==> src/rtl/key_conditioner.sv <==
// key_conditioner: per-key two-flop synchroniser, counter debouncer and registered press/release pulses
module key_conditioner #(
   parameter int NUM_KEYS        = 3,
   parameter int DEBOUNCE_CYCLES = 4,
   parameter int CNT_WIDTH       = 20
) (
   input  logic                Clk,
   input  logic                Reset,
   input  logic [NUM_KEYS-1:0] key_n,
   output logic [NUM_KEYS-1:0] key_level,
   output logic [NUM_KEYS-1:0] key_db_n,
   output logic [NUM_KEYS-1:0] key_press,
   output logic [NUM_KEYS-1:0] key_release
);
   localparam logic [CNT_WIDTH-1:0] LAST = CNT_WIDTH'(DEBOUNCE_CYCLES - 1);
   logic [NUM_KEYS-1:0]  s1, s2;
   logic [CNT_WIDTH-1:0] cnt [NUM_KEYS];
   always_ff @(posedge Clk) begin
      if (Reset) begin
         s1          <= '1;
         s2          <= '1;
         key_level   <= '0;
         key_press   <= '0;
         key_release <= '0;
         cnt         <= '{default: '0};
      end else begin
         s1 <= key_n;
         s2 <= s1;
         for (int i = 0; i < NUM_KEYS; i++) begin
            key_press[i]   <= 1'b0;
            key_release[i] <= 1'b0;
            if (s2[i] != key_level[i]) cnt[i] <= '0;
            else if (cnt[i] != LAST) cnt[i] <= cnt[i] + 1'b1;
            else begin
               cnt[i]         <= '0;
               key_level[i]   <= ~s2[i];
               key_press[i]   <= ~s2[i];
               key_release[i] <= s2[i];
            end
         end
      end
   end
   assign key_db_n = ~key_level;
endmodule

==> config.mk <==
export PLATFORM = sky130hd
export DESIGN_NAME = key_conditioner
export DESIGN_NICKNAME = d
export VERILOG_FILES = /design/src/rtl/key_conditioner.sv
export SDC_FILE = /design/constraint.sdc
export NUM_CORES = 1
export LEC_CHECK = 0
export ABC_AREA = 0
export CORE_AREA = 2 2 78 80
export DETAILED_ROUTE_END_ITERATION = 7
export DIE_AREA = 0 0 80 82
export HOLD_SLACK_MARGIN = 0.1
export PLACE_DENSITY_LB_ADDON = 0.12
export SYNTH_ARGS = -nofsm -noshare
export SYNTH_HDL_FRONTEND = slang
export SYNTH_SLANG_ARGS = --single-unit
export TNS_END_PERCENT = 20
==> constraint.sdc <==
create_clock -name Clk -period 2.1 [get_ports Clk]
set_input_delay 0.42 -clock Clk [delete_from_list [all_inputs] [get_ports Clk]]
set_output_delay 0.42 -clock Clk [all_outputs]
set_load 0.05 [all_outputs]
After elaboration in Yosys (flattened, before gate mapping)
Index checks and enable logic that the tools add are counted.
Storage, ports and cells
  flip-flop bits (word level): 75
  bits of input ports: 5
  logic and storage cells: 42
Cells by class
  add/subtract/negate cells: 3
  equal/unequal tests: 6
  bitwise gates (word level): 10
  reductions and logical operators: 9
Operators with widths (count)
  adder 20 x 1 -> 20 bit, second input constant: 3
  != test 20 x 2 -> 1 bit, second input constant: 3
  OR reduction 3 bit: 6
  inverter 1 bit: 9
  AND reduction 2 bit: 3
  != test 1 bit: 3
  inverter 3 bit: 1

Logic depth before layout (Yosys ltp)
Gate-level depths: netlist of run 1.
  word-level depth: 3
  mapped depth: 6

Least setup slack after synthesis of run 1
OpenSTA, ideal clock, no wires.
  path type: register to register
  start: register cnt[20] in the netlist's numbering
  end: register cnt[28] in the netlist's numbering
  setup time: 0.117 ns
  arrival time: 1.679 ns
  slack: 0.304 ns
  stages on the path, launching flop included: 7
  period minus slack after synthesis: 1.796 ns
  cell sequence: dfxtp_1 -> ha_1 -> nor4b_1 -> nand4_1 -> o41ai_4 -> buf_2 -> nor2_1
Between the ends
  word-level cells in the longest chain between the ends: 3
  elaborated cells between the ends (all ways): 4
  classes of those cells: add/sub (1); eq/ne (1); bitwise (1); reduce/logical (1)
RTL lines
  from (decl): RTL line 17  | logic [CNT_WIDTH-1:0] cnt [NUM_KEYS];
  from (signal assigned): RTL line 25  | cnt <= '{default: '0};
  from (signal, indexed assignment): RTL line 32  | if (s2[i] != key_level[i]) cnt[i] <= '0;
  from (signal, indexed assignment): RTL line 35  | cnt[i] <= '0;
  branches (longest 3 deep; another with adder 20 x 1 -> 20 bit)
Parallel ways; which one is timed is not known.
A chain may end at the register's enable or synchronous reset.

Worst setup path in the final report of run 1
  start: register key_level[2]
  end: output port key_level[2]
RTL lines
  from (decl): RTL line 10  | output logic [NUM_KEYS-1:0] key_level,
  from (signal, indexed assignment): RTL line 36  | key_level[i] <= ~s2[i];
No word-level cell between the ends.

==> results of run 1 <==
cell type report:
cell class,count,area [um^2]
multi-input combinational,263,1660
fill,495,1960
clock buffer,12,165
tap,75,93.8
timing repair buffer,29,258
clock inverter,4,47.5
sequential,75,1500
inverter,16,60.1
through the flow:
| step | instances | worst slack, ps | hold WS, ps |
|---|---|---|---|
| 2_1_floorplan | 365 | 304 | 389 |
| 3_3_place_gp | 458 | 232 | 392 |
| 3_5_place_dp | 458 | 166 | 394 |
| 4_1_cts | 474 | 67.1 | 411 |
| 5_1_grt | 474 | 31.7 | 421 |
| 6_report | 474 | 105 | 408 |
power by group:
part,internal (mW),switching [mW],total [mW]
sequential,1.43,0.00443,1.43
combinational,0.0218,0.0200,0.0418
clock,0.642,0.494,1.14
cell families (layout without fill, tap and decap cells):
family | count (synthesis) | count (layout) | share of synthesized area
AO/OA/AOI/OAI | 26 | 26 | 0.0627
XOR/XNOR | 46 | 46 | 0.123
adder cells (fa/ha/maj) | 3 | 3 | 0.0115
buffers and inverters | 27 | 61 | 0.0352
flip-flops | 75 | 75 | 0.459
multiplexers | 1 | 1 | 0.00306
AND/OR/NAND/NOR | 187 | 187 | 0.306
registers in the layout, indices dropped and copies added (netlist names):
| register | cells |
|---|---|
| cnt | 60 |
| key_release | 3 |
| s2 | 3 |
| key_level | 3 |
| s1 | 3 |
| key_press | 3 |
layer usage:
layer	share of wire	GRT usage
met2	0.48	0.331
met5	0	0
met3	0.026	0.0484
met4	0.0053	0.0898
met1	0.49	0.262
synth_stat cells, drive strengths merged (2+ instances only):
master | count | area, um^2
clkbuf | 2 | 7.51
ha | 3 | 37.5
or4 | 3 | 22.5
a21o | 3 | 22.5
and4 | 3 | 26.3
nand2 | 12 | 45.0
and3 | 7 | 43.8
inv | 16 | 60.1
or2 | 8 | 50.1
xor2 | 8 | 70.1
nor2 | 65 | 244
nand3 | 19 | 95.1
buf | 9 | 47.6
a21oi | 10 | 50.1
o41ai | 2 | 55.1
or4b | 2 | 20.0
o21bai | 2 | 15.0
xnor2 | 38 | 333
nor4 | 24 | 169
o21ai | 4 | 20.0
nor4b | 4 | 35.0
a211oi | 3 | 22.5
nor3 | 17 | 85.1
dfxtp | 75 | 1500
nand4 | 20 | 146
final timing paths:
kind,slack [ps],cells past startpoint,endpoint
min reg2reg,410,1,s2[2]
min,410,1,s2[2]
max,110,1,key_level[2]
max reg2reg,160,5,cnt[41]
==> run_summary.xml, run 1 <==
<?xml version="1.0" encoding="UTF-8"?>
<metrics>
  <group name="synthesis">
    <metric name="ys_ff_latch" unit="">75</metric>
    <metric name="syn_area_per_cell" unit="um^2">8.97</metric>
    <metric name="ys_async_sr_fraction" unit="">0</metric>
    <metric name="synthesis.area" unit="mm^2">0.00327</metric>
    <metric name="ys_seq_area_frac" unit="">0.459</metric>
    <metric name="post_synth_num_cell_types" unit="">36</metric>
    <metric name="ys.warnings.count" unit="">0</metric>
    <metric name="synth_enable_flop_cells" unit="">0</metric>
    <metric name="synth-main-ff-cell" unit="">sky130_fd_sc_hd__dfxtp_1</metric>
    <metric name="netlist_instances" unit="">365</metric>
    <metric name="synth.net_count" unit="">373</metric>
  </group>
  <group name="floorplanning">
    <metric name="floorplan.die_area" unit="mm^2">0.00656</metric>
    <metric name="die-width" unit="um">80</metric>
    <metric name="num_rows" unit="">28</metric>
    <metric name="die-height" unit="um">82</metric>
    <metric name="core-area" unit="mm^2">0.00575</metric>
    <metric name="start_util" unit="">0.570</metric>
    <metric name="floorplan.io_pins" unit="">17</metric>
  </group>
  <group name="timing">
    <metric name="rsz0062_at_grt" unit="">no</metric>
    <metric name="worstMarginPinSlew" unit="ps">536</metric>
    <metric name="clock.fmax" unit="GHz">0.501</metric>
    <metric name="final_period_minus_worst_setup_slack" unit="ps">1990</metric>
    <metric name="final_setup_tns" unit="ps">0</metric>
    <metric name="finalSetupViolations" unit="">0</metric>
    <metric name="min_period_over_period" unit="">0.950</metric>
    <metric name="final_max_slew_viol_count" unit="">0</metric>
    <metric name="maxSlewHeadroom" unit="">0.640</metric>
    <metric name="final_hold_viols" unit="">0</metric>
    <metric name="clock_skew" unit="ps">8.63</metric>
  </group>
  <group name="flow_run">
    <metric name="drv.max_cap_violation_count" unit="">0</metric>
  </group>
  <group name="pwr">
    <metric name="p_leak" unit="nW">1.18</metric>
    <metric name="p_total" unit="mW">2.61</metric>
    <metric name="power.density" unit="mW/mm^2">690</metric>
    <metric name="ir_worst_vdd" unit="mV">0.406</metric>
  </group>
  <group name="cts">
    <metric name="cts_hold_buffers" unit="">0</metric>
    <metric name="h-tree-depth" unit="">3</metric>
    <metric name="clk-insertion-delay-late" unit="ps">330</metric>
    <metric name="cts_tree" unit="">done</metric>
    <metric name="clkSlewWorstSetupHoldPaths" unit="ps">80</metric>
    <metric name="numCtsBuffers" unit="">9</metric>
    <metric name="buffers_from_clock_root_to_sink_at_most" unit="">2</metric>
    <metric name="count_of_instances_resized_after_the_clock_tree_is_built" unit="">0</metric>
    <metric name="clock_sinks" unit="">75</metric>
    <metric name="cts_post_setup_buffers_inserted" unit="">0</metric>
    <metric name="cts_root_buffer" unit="">sky130_fd_sc_hd__clkbuf_8</metric>
  </group>
  <group name="worst_hold_path">
    <metric name="hold_crit_start" unit="">s1[2]</metric>
    <metric name="worst_hold_path_type" unit="">reg2reg</metric>
  </group>
  <group name="final_layout">
    <metric name="final_common_cell" unit="">sky130_fd_sc_hd__dfxtp_1</metric>
    <metric name="flow.area_growth_from_synthesis" unit="%">15.6</metric>
    <metric name="layout-drive-gt1-share" unit="">0.118</metric>
    <metric name="fin_nets" unit="">402</metric>
    <metric name="final_design_area_no_fill" unit="mm^2">0.00378</metric>
    <metric name="final_core_util" unit="">0.659</metric>
    <metric name="layout.cells.most_common_list" unit="">sky130_fd_sc_hd__dfxtp_1, sky130_fd_sc_hd__nor2_1, sky130_fd_sc_hd__xnor2_1</metric>
    <metric name="n_antenna_cell" unit="">0</metric>
  </group>
  <group name="critical_path">
    <metric name="critPathKind" unit="">reg2out</metric>
    <metric name="critPathBufInv" unit="">1</metric>
    <metric name="cp-startpoint" unit="">key_level[2]</metric>
    <metric name="setup.worst_path.start_class" unit="">flip-flop</metric>
    <metric name="timing.critical_path.slowest_cell_delay" unit="ps">840</metric>
    <metric name="critPathMaxFanout" unit="">4</metric>
    <metric name="worst_ep_arrival_time" unit="ps">1570</metric>
    <metric name="crit_required" unit="ps">1680</metric>
    <metric name="crit-reg2reg-launch" unit="">cnt[40]</metric>
    <metric name="cp-end-kind" unit="">primary output</metric>
    <metric name="path_delay_family" unit="">buffers and inverters</metric>
    <metric name="path_cells" unit="">clkdlybuf4s50_1</metric>
    <metric name="slowest_cp_cell" unit="">sky130_fd_sc_hd__clkdlybuf4s50_1</metric>
  </group>
  <group name="routing">
    <metric name="routedWlPerCell" unit="um">13.1</metric>
    <metric name="final_antenna_net_count" unit="">0</metric>
    <metric name="drt_drc_violations_left" unit="">0</metric>
    <metric name="viasPerCell" unit="">5.47</metric>
    <metric name="routed_wl" unit="um">6200</metric>
    <metric name="first_pass_iters" unit="">4</metric>
    <metric name="detailedRoute.firstIterationViolations" unit="">92</metric>
    <metric name="via_count" unit="">2593</metric>
  </group>
  <group name="placement">
    <metric name="place_area" unit="mm^2">0.00357</metric>
    <metric name="dp_hpwl" unit="um">4340</metric>
    <metric name="port-buffer-count" unit="">16</metric>
    <metric name="gp_routability_congestion" unit="">0.842</metric>
  </group>
  <group name="global_route">
    <metric name="grt_antenna_before_repair" unit="">0</metric>
    <metric name="grt_usage" unit="">0.205</metric>
    <metric name="first_global_vias" unit="">2430</metric>
    <metric name="grt_start_max_net_pins" unit="">19</metric>
    <metric name="gr-total-overflow" unit="">0</metric>
    <metric name="grt_first_pass_wirelength" unit="um">10600</metric>
  </group>
  <group name="status">
    <metric name="status" unit="">finished clean</metric>
  </group>
</metrics>
Note: power is estimated with default switching activity, not from simulation.
==> run 2: changes to the inputs <==
--- a/config.mk
+++ b/config.mk
@@ -10,7 +10,7 @@
 export DETAILED_ROUTE_END_ITERATION = 7
 export DIE_AREA = 0 0 80 82
 export HOLD_SLACK_MARGIN = 0.1
-export PLACE_DENSITY_LB_ADDON = 0.12
+export PLACE_DENSITY_LB_ADDON = 0.25
 export SYNTH_ARGS = -nofsm -noshare
 export SYNTH_HDL_FRONTEND = slang
 export SYNTH_SLANG_ARGS = --single-unit
==> run_summary.xml, run 2 (synthesis gave the netlist of run 1 again) <==
<?xml version="1.0" encoding="UTF-8"?>
<metrics>
  <group name="timing">
    <metric name="final_hold_viols" unit="">0</metric>
    <metric name="clock.fmax" unit="GHz">0.492</metric>
    <metric name="maxSlewHeadroom" unit="">0.623</metric>
    <metric name="final_max_slew_viol_count" unit="">0</metric>
    <metric name="final_setup_tns" unit="ps">0</metric>
    <metric name="rsz0062_at_grt" unit="">no</metric>
    <metric name="clock_skew" unit="ps">6.62</metric>
    <metric name="worstMarginPinSlew" unit="ps">561</metric>
    <metric name="min_period_over_period" unit="">0.968</metric>
    <metric name="finalSetupViolations" unit="">0</metric>
    <metric name="final_period_minus_worst_setup_slack" unit="ps">2030</metric>
  </group>
  <group name="pwr">
    <metric name="p_total" unit="mW">2.84</metric>
    <metric name="power.density" unit="mW/mm^2">739</metric>
    <metric name="p_leak" unit="nW">1.21</metric>
    <metric name="ir_worst_vdd" unit="mV">0.436</metric>
  </group>
  <group name="global_route">
    <metric name="grt_first_pass_wirelength" unit="um">10600</metric>
    <metric name="gr-total-overflow" unit="">0</metric>
    <metric name="first_global_vias" unit="">2376</metric>
    <metric name="grt_start_max_net_pins" unit="">19</metric>
    <metric name="grt_usage" unit="">0.209</metric>
    <metric name="grt_antenna_before_repair" unit="">0</metric>
  </group>
  <group name="status">
    <metric name="status" unit="">finished clean</metric>
  </group>
  <group name="worst_hold_path">
    <metric name="worst_hold_path_type" unit="">reg2reg</metric>
  </group>
  <group name="routing">
    <metric name="drt_drc_violations_left" unit="">0</metric>
    <metric name="detailedRoute.firstIterationViolations" unit="">108</metric>
    <metric name="routed_wl" unit="um">6360</metric>
    <metric name="final_antenna_net_count" unit="">0</metric>
    <metric name="first_pass_iters" unit="">4</metric>
    <metric name="via_count" unit="">2581</metric>
    <metric name="routedWlPerCell" unit="um">13.4</metric>
    <metric name="viasPerCell" unit="">5.43</metric>
  </group>
  <group name="critical_path">
    <metric name="critPathMaxFanout" unit="">4</metric>
    <metric name="worst_ep_arrival_time" unit="ps">1610</metric>
    <metric name="path_cells" unit="">clkdlybuf4s50_1</metric>
    <metric name="timing.critical_path.slowest_cell_delay" unit="ps">840</metric>
    <metric name="slowest_cp_cell" unit="">sky130_fd_sc_hd__clkdlybuf4s50_1</metric>
    <metric name="setup.worst_path.start_class" unit="">flip-flop</metric>
    <metric name="cp-end-kind" unit="">primary output</metric>
    <metric name="critPathKind" unit="">reg2out</metric>
    <metric name="crit_required" unit="ps">1680</metric>
    <metric name="path_delay_family" unit="">buffers and inverters</metric>
    <metric name="critPathBufInv" unit="">1</metric>
  </group>
  <group name="final_layout">
    <metric name="layout-drive-gt1-share" unit="">0.125</metric>
    <metric name="n_antenna_cell" unit="">0</metric>
    <metric name="layout.cells.most_common_list" unit="">sky130_fd_sc_hd__dfxtp_1, sky130_fd_sc_hd__nor2_1, sky130_fd_sc_hd__xnor2_1</metric>
    <metric name="biggest_register" unit="">cnt</metric>
    <metric name="fin_nets" unit="">403</metric>
    <metric name="final_common_cell" unit="">sky130_fd_sc_hd__dfxtp_1</metric>
    <metric name="flow.area_growth_from_synthesis" unit="%">17.2</metric>
    <metric name="number_of_flip_flops_in_the_largest_register" unit="">60</metric>
  </group>
  <group name="floorplanning">
    <metric name="die-width" unit="um">80</metric>
    <metric name="core-area" unit="mm^2">0.00575</metric>
    <metric name="die-height" unit="um">82</metric>
    <metric name="floorplan.die_area" unit="mm^2">0.00656</metric>
    <metric name="start_util" unit="">0.570</metric>
    <metric name="floorplan.io_pins" unit="">17</metric>
    <metric name="num_rows" unit="">28</metric>
  </group>
  <group name="cts">
    <metric name="cts_root_buffer" unit="">sky130_fd_sc_hd__clkbuf_8</metric>
    <metric name="cts_hold_buffers" unit="">0</metric>
    <metric name="cts_tree" unit="">done</metric>
    <metric name="cts_post_setup_buffers_inserted" unit="">0</metric>
    <metric name="clkSlewWorstSetupHoldPaths" unit="ps">80</metric>
    <metric name="clock_sinks" unit="">75</metric>
    <metric name="h-tree-depth" unit="">3</metric>
    <metric name="clk-insertion-delay-late" unit="ps">350</metric>
    <metric name="buffers_from_clock_root_to_sink_at_most" unit="">2</metric>
    <metric name="count_of_instances_resized_after_the_clock_tree_is_built" unit="">0</metric>
    <metric name="numCtsBuffers" unit="">9</metric>
  </group>
  <group name="flow_run">
    <metric name="drv.max_cap_violation_count" unit="">0</metric>
  </group>
  <group name="placement">
    <metric name="port-buffer-count" unit="">16</metric>
    <metric name="gp_routability_congestion" unit="">0.821</metric>
    <metric name="dp_hpwl" unit="um">4500</metric>
  </group>
</metrics>
[run 2: cell count changes in the layout (fill, tap and decap cells not counted)]
cell                         change
sky130_fd_sc_hd__buf_4           +1
sky130_fd_sc_hd__clkinv_4        +2
sky130_fd_sc_hd__bufinv_16       +2
sky130_fd_sc_hd__clkbuf_8        -2
sky130_fd_sc_hd__clkinv_2        -1
sky130_fd_sc_hd__clkinvlp_4      -1
sky130_fd_sc_hd__or4_4           +1
sky130_fd_sc_hd__nor4b_2         +1
sky130_fd_sc_hd__nor4b_1         -1
sky130_fd_sc_hd__or4_1           -1
[run 2: worst register-to-register path, cell delays in order (launching register included)]
cell                      delay (ps)
sky130_fd_sc_hd__dfxtp_1         400
sky130_fd_sc_hd__ha_1            190
sky130_fd_sc_hd__nor4b_1         270
sky130_fd_sc_hd__nand4_1         240
sky130_fd_sc_hd__or4_1           520
sky130_fd_sc_hd__and3_1          220
[run 2: worst paths after layout]
kind | from | to | cells after the start | slack (ps)
max reg2reg | cnt[20] | cnt[21] | 5 | 160
min | s1[0] | s2[0] | 1 | 420
max | key_level[2] | key_level[2] | 1 | 70
min reg2reg | s1[0] | s2[0] | 1 | 420
[run 2: power by group]
group	internal [mW]	switching (mW)	total, mW
registers	1.43	0.00424	1.43
logic	0.0225	0.0198	0.0423
clock network	0.823	0.539	1.36
total	2.27	0.563	2.84
[run 2: cell type report]
class | count | area (um^2)
Clock buffer | 10 | 138
Clock inverter | 6 | 113
Fill cell | 482 | 1910
Inverter | 16 | 60.1
Multi-Input combinational cell | 263 | 1670
Sequential cell | 75 | 1500
Tap cell | 75 | 93.8
Timing Repair Buffer | 30 | 265
[run 2: routing by layer]
layer	wire (um)	share of wire	vias to the layer above	track usage
li1	-	-	1347	-
met1	3190	0.50	1185	0.277
met2	2890	0.45	39	0.324
met3	167	0.026	10	0.0495
met4	112	0.018	0	0.0983
met5	0	0	-	0
[run 2: stage by stage]
step                      hold slack (ps)  instance area, um^2  worst slack, ps   util  std cells
after floorplan                       389                 3270              304      -        365
after global placement                391                 3580              237  0.623        459
after detailed placement              400                 3580              115  0.623        459
after CTS                             419                 3830             66.4  0.666        475
after global routing                  428                 3840             11.9  0.668        475
final                                 415                 3840             66.9  0.668        475
==> run 3: changes to the inputs <==
--- a/config.mk
+++ b/config.mk
@@ -6,9 +6,9 @@
 export NUM_CORES = 1
 export LEC_CHECK = 0
 export ABC_AREA = 0
-export CORE_AREA = 2 2 78 80
+export CORE_AREA = 2 2 84 86
 export DETAILED_ROUTE_END_ITERATION = 7
-export DIE_AREA = 0 0 80 82
+export DIE_AREA = 0 0 86 88
 export HOLD_SLACK_MARGIN = 0.1
 export PLACE_DENSITY_LB_ADDON = 0.25
 export SYNTH_ARGS = -nofsm -noshare
==> run_summary.xml, run 3 (synthesis gave the netlist of run 1 again) <==
<?xml version="1.0" encoding="UTF-8"?>
<metrics>
  <group name="final_layout">
    <metric name="filler_cell_count" unit="">607</metric>
    <metric name="biggest_register" unit="">cnt</metric>
    <metric name="layout-drive-gt1-share" unit="">0.124</metric>
    <metric name="multiInputGateArea" unit="mm^2">0.00167</metric>
    <metric name="layoutNonFillerInstCount" unit="">482</metric>
    <metric name="final_common_cell" unit="">sky130_fd_sc_hd__dfxtp_1</metric>
    <metric name="number_of_flip_flops_in_the_largest_register" unit="">60</metric>
    <metric name="n_antenna_cell" unit="">0</metric>
    <metric name="layout.cells.most_common_list" unit="">sky130_fd_sc_hd__dfxtp_1, sky130_fd_sc_hd__nor2_1, sky130_fd_sc_hd__xnor2_1</metric>
    <metric name="seq_area" unit="mm^2">0.00150</metric>
    <metric name="fin_nets" unit="">405</metric>
    <metric name="flow.area_growth_from_synthesis" unit="%">16.9</metric>
  </group>
  <group name="placement">
    <metric name="dp_hpwl" unit="um">4430</metric>
    <metric name="gp_routability_congestion" unit="">0.875</metric>
    <metric name="place_ws" unit="ps">138</metric>
    <metric name="port-buffer-count" unit="">16</metric>
    <metric name="placed_cells" unit="">465</metric>
  </group>
  <group name="cts">
    <metric name="cts_root_buffer" unit="">sky130_fd_sc_hd__clkbuf_8</metric>
    <metric name="h-tree-depth" unit="">3</metric>
    <metric name="cts_tree" unit="">done</metric>
    <metric name="clkSlewWorstSetupHoldPaths" unit="ps">80</metric>
    <metric name="numCtsBuffers" unit="">9</metric>
    <metric name="clock_sinks" unit="">75</metric>
    <metric name="buffers_from_clock_root_to_sink_at_most" unit="">2</metric>
    <metric name="clk-insertion-delay-late" unit="ps">350</metric>
  </group>
  <group name="critical_path">
    <metric name="path_cells" unit="">clkdlybuf4s50_1</metric>
    <metric name="worst_ep_arrival_time" unit="ps">1590</metric>
    <metric name="setup.worst_path.start_class" unit="">flip-flop</metric>
    <metric name="reg2reg_to" unit="">cnt[52]</metric>
    <metric name="r2r_cells" unit="">7</metric>
    <metric name="crit-reg2reg-launch" unit="">cnt[41]</metric>
    <metric name="path_delay_family" unit="">buffers and inverters</metric>
    <metric name="cp-end-kind" unit="">primary output</metric>
    <metric name="critPathKind" unit="">reg2out</metric>
    <metric name="critPathMaxFanout" unit="">4</metric>
    <metric name="slowest_cp_cell" unit="">sky130_fd_sc_hd__clkdlybuf4s50_1</metric>
    <metric name="timing.reg2reg.setup_slack" unit="ps">160</metric>
    <metric name="crit_required" unit="ps">1680</metric>
    <metric name="critPathBufInv" unit="">1</metric>
    <metric name="timing.critical_path.slowest_cell_delay" unit="ps">840</metric>
  </group>
  <group name="routing">
    <metric name="routed_wl" unit="um">6340</metric>
    <metric name="final_antenna_net_count" unit="">0</metric>
    <metric name="first_pass_iters" unit="">4</metric>
    <metric name="viasPerCell" unit="">5.41</metric>
    <metric name="drt_drc_violations_left" unit="">0</metric>
    <metric name="detailedRoute.firstIterationViolations" unit="">162</metric>
    <metric name="routedWlPerCell" unit="um">13.2</metric>
    <metric name="via_count" unit="">2610</metric>
  </group>
  <group name="floorplanning">
    <metric name="floorplan.die_area" unit="mm^2">0.00757</metric>
    <metric name="num_rows" unit="">30</metric>
    <metric name="floorplan.io_pins" unit="">17</metric>
    <metric name="die-height" unit="um">88</metric>
    <metric name="die-width" unit="um">86</metric>
    <metric name="start_util" unit="">0.493</metric>
    <metric name="core-area" unit="mm^2">0.00664</metric>
  </group>
  <group name="timing">
    <metric name="clock_skew" unit="ps">8.52</metric>
    <metric name="final_hold_viols" unit="">0</metric>
    <metric name="final_setup_tns" unit="ps">0</metric>
    <metric name="min_period_over_period" unit="">0.958</metric>
    <metric name="clock.fmax" unit="GHz">0.497</metric>
    <metric name="finalSetupViolations" unit="">0</metric>
    <metric name="final_max_slew_viol_count" unit="">0</metric>
    <metric name="final_period_minus_worst_setup_slack" unit="ps">2010</metric>
    <metric name="worstMarginPinSlew" unit="ps">557</metric>
    <metric name="maxSlewHeadroom" unit="">0.627</metric>
    <metric name="post-route-worst-setup-slack" unit="ps">88.8</metric>
    <metric name="rsz0062_at_grt" unit="">no</metric>
  </group>
  <group name="global_route">
    <metric name="first_global_vias" unit="">2387</metric>
    <metric name="globalRouteMet3Util" unit="">0.0518</metric>
    <metric name="grt_antenna_before_repair" unit="">0</metric>
    <metric name="global_route.usage.met1" unit="">0.238</metric>
    <metric name="grt_use_met2" unit="">0.288</metric>
    <metric name="grt_usage" unit="">0.184</metric>
    <metric name="grt_start_max_net_pins" unit="">19</metric>
    <metric name="global_route.peak_usage_layer" unit="">met2</metric>
    <metric name="gr-total-overflow" unit="">0</metric>
    <metric name="grt_first_pass_wirelength" unit="um">11000</metric>
  </group>
  <group name="pwr">
    <metric name="power.density" unit="mW/mm^2">702</metric>
    <metric name="p_total" unit="mW">2.69</metric>
    <metric name="p_leak" unit="nW">1.20</metric>
    <metric name="ir_worst_vdd" unit="mV">0.359</metric>
  </group>
  <group name="flow_run">
    <metric name="drv.max_cap_violation_count" unit="">0</metric>
  </group>
  <group name="worst_hold_path">
    <metric name="hold_depth" unit="">1</metric>
    <metric name="worst_hold_path.endpoint" unit="">s2[2]</metric>
    <metric name="hold_crit_start" unit="">s1[2]</metric>
    <metric name="worst_hold_path_type" unit="">reg2reg</metric>
  </group>
  <group name="status">
    <metric name="status" unit="">finished clean</metric>
  </group>
</metrics>
-- run 3: what timing repair did --
action	in CTS	in global routing
setup buffers	0	1
hold buffers	0	0
gates resized for setup	0	2
endpoints found under the setup margin	0	5
-- run 3: where the power goes --
part / switching, mW / internal, mW
Combinational: 0.0205 / 0.0237
Clock: 0.509 / 0.703
Sequential: 0.00466 / 1.43
-- run 3: final cells by class --
cell class                      instances  share of cell area
Sequential cell                        75               0.392
Clock inverter                          4              0.0193
Multi-Input combinational cell        263               0.435
Clock buffer                           12              0.0379
Inverter                               16              0.0157
Tap cell                               80              0.0262
Timing Repair Buffer                   32              0.0732
-- run 3: routing by layer --
| layer | routed length (um) | up-vias | share of wire |
|---|---|---|---|
| li1 | - | 1349 | - |
| met1 | 3170 | 1202 | 0.50 |
| met2 | 2770 | 46 | 0.44 |
| met3 | 271 | 13 | 0.043 |
| met4 | 138 | 0 | 0.022 |
| met5 | 0 | - | 0 |
-- run 3: metrics by stage --
step                 util  hold slack, ps  cell area [um^2]
floorplan               -             389              3270
global placement    0.541             395              3590
detailed placement  0.541             393              3590
CTS                 0.574             417              3810
global route        0.576             436              3830
finish              0.576             414              3830
-- run 3: worst max path at each step --
stage                       from      endpoint  slack (ps)  cells past startpoint
CTS                 key_level[2]  key_level[2]          80                      1
floorplan                cnt[20]       cnt[28]         300                      6
global placement         cnt[41]       cnt[41]         220                      5
finish              key_level[2]  key_level[2]          90                      1
detailed placement       cnt[41]       cnt[41]         140                      5
global route             cnt[41]       cnt[52]          30                      7
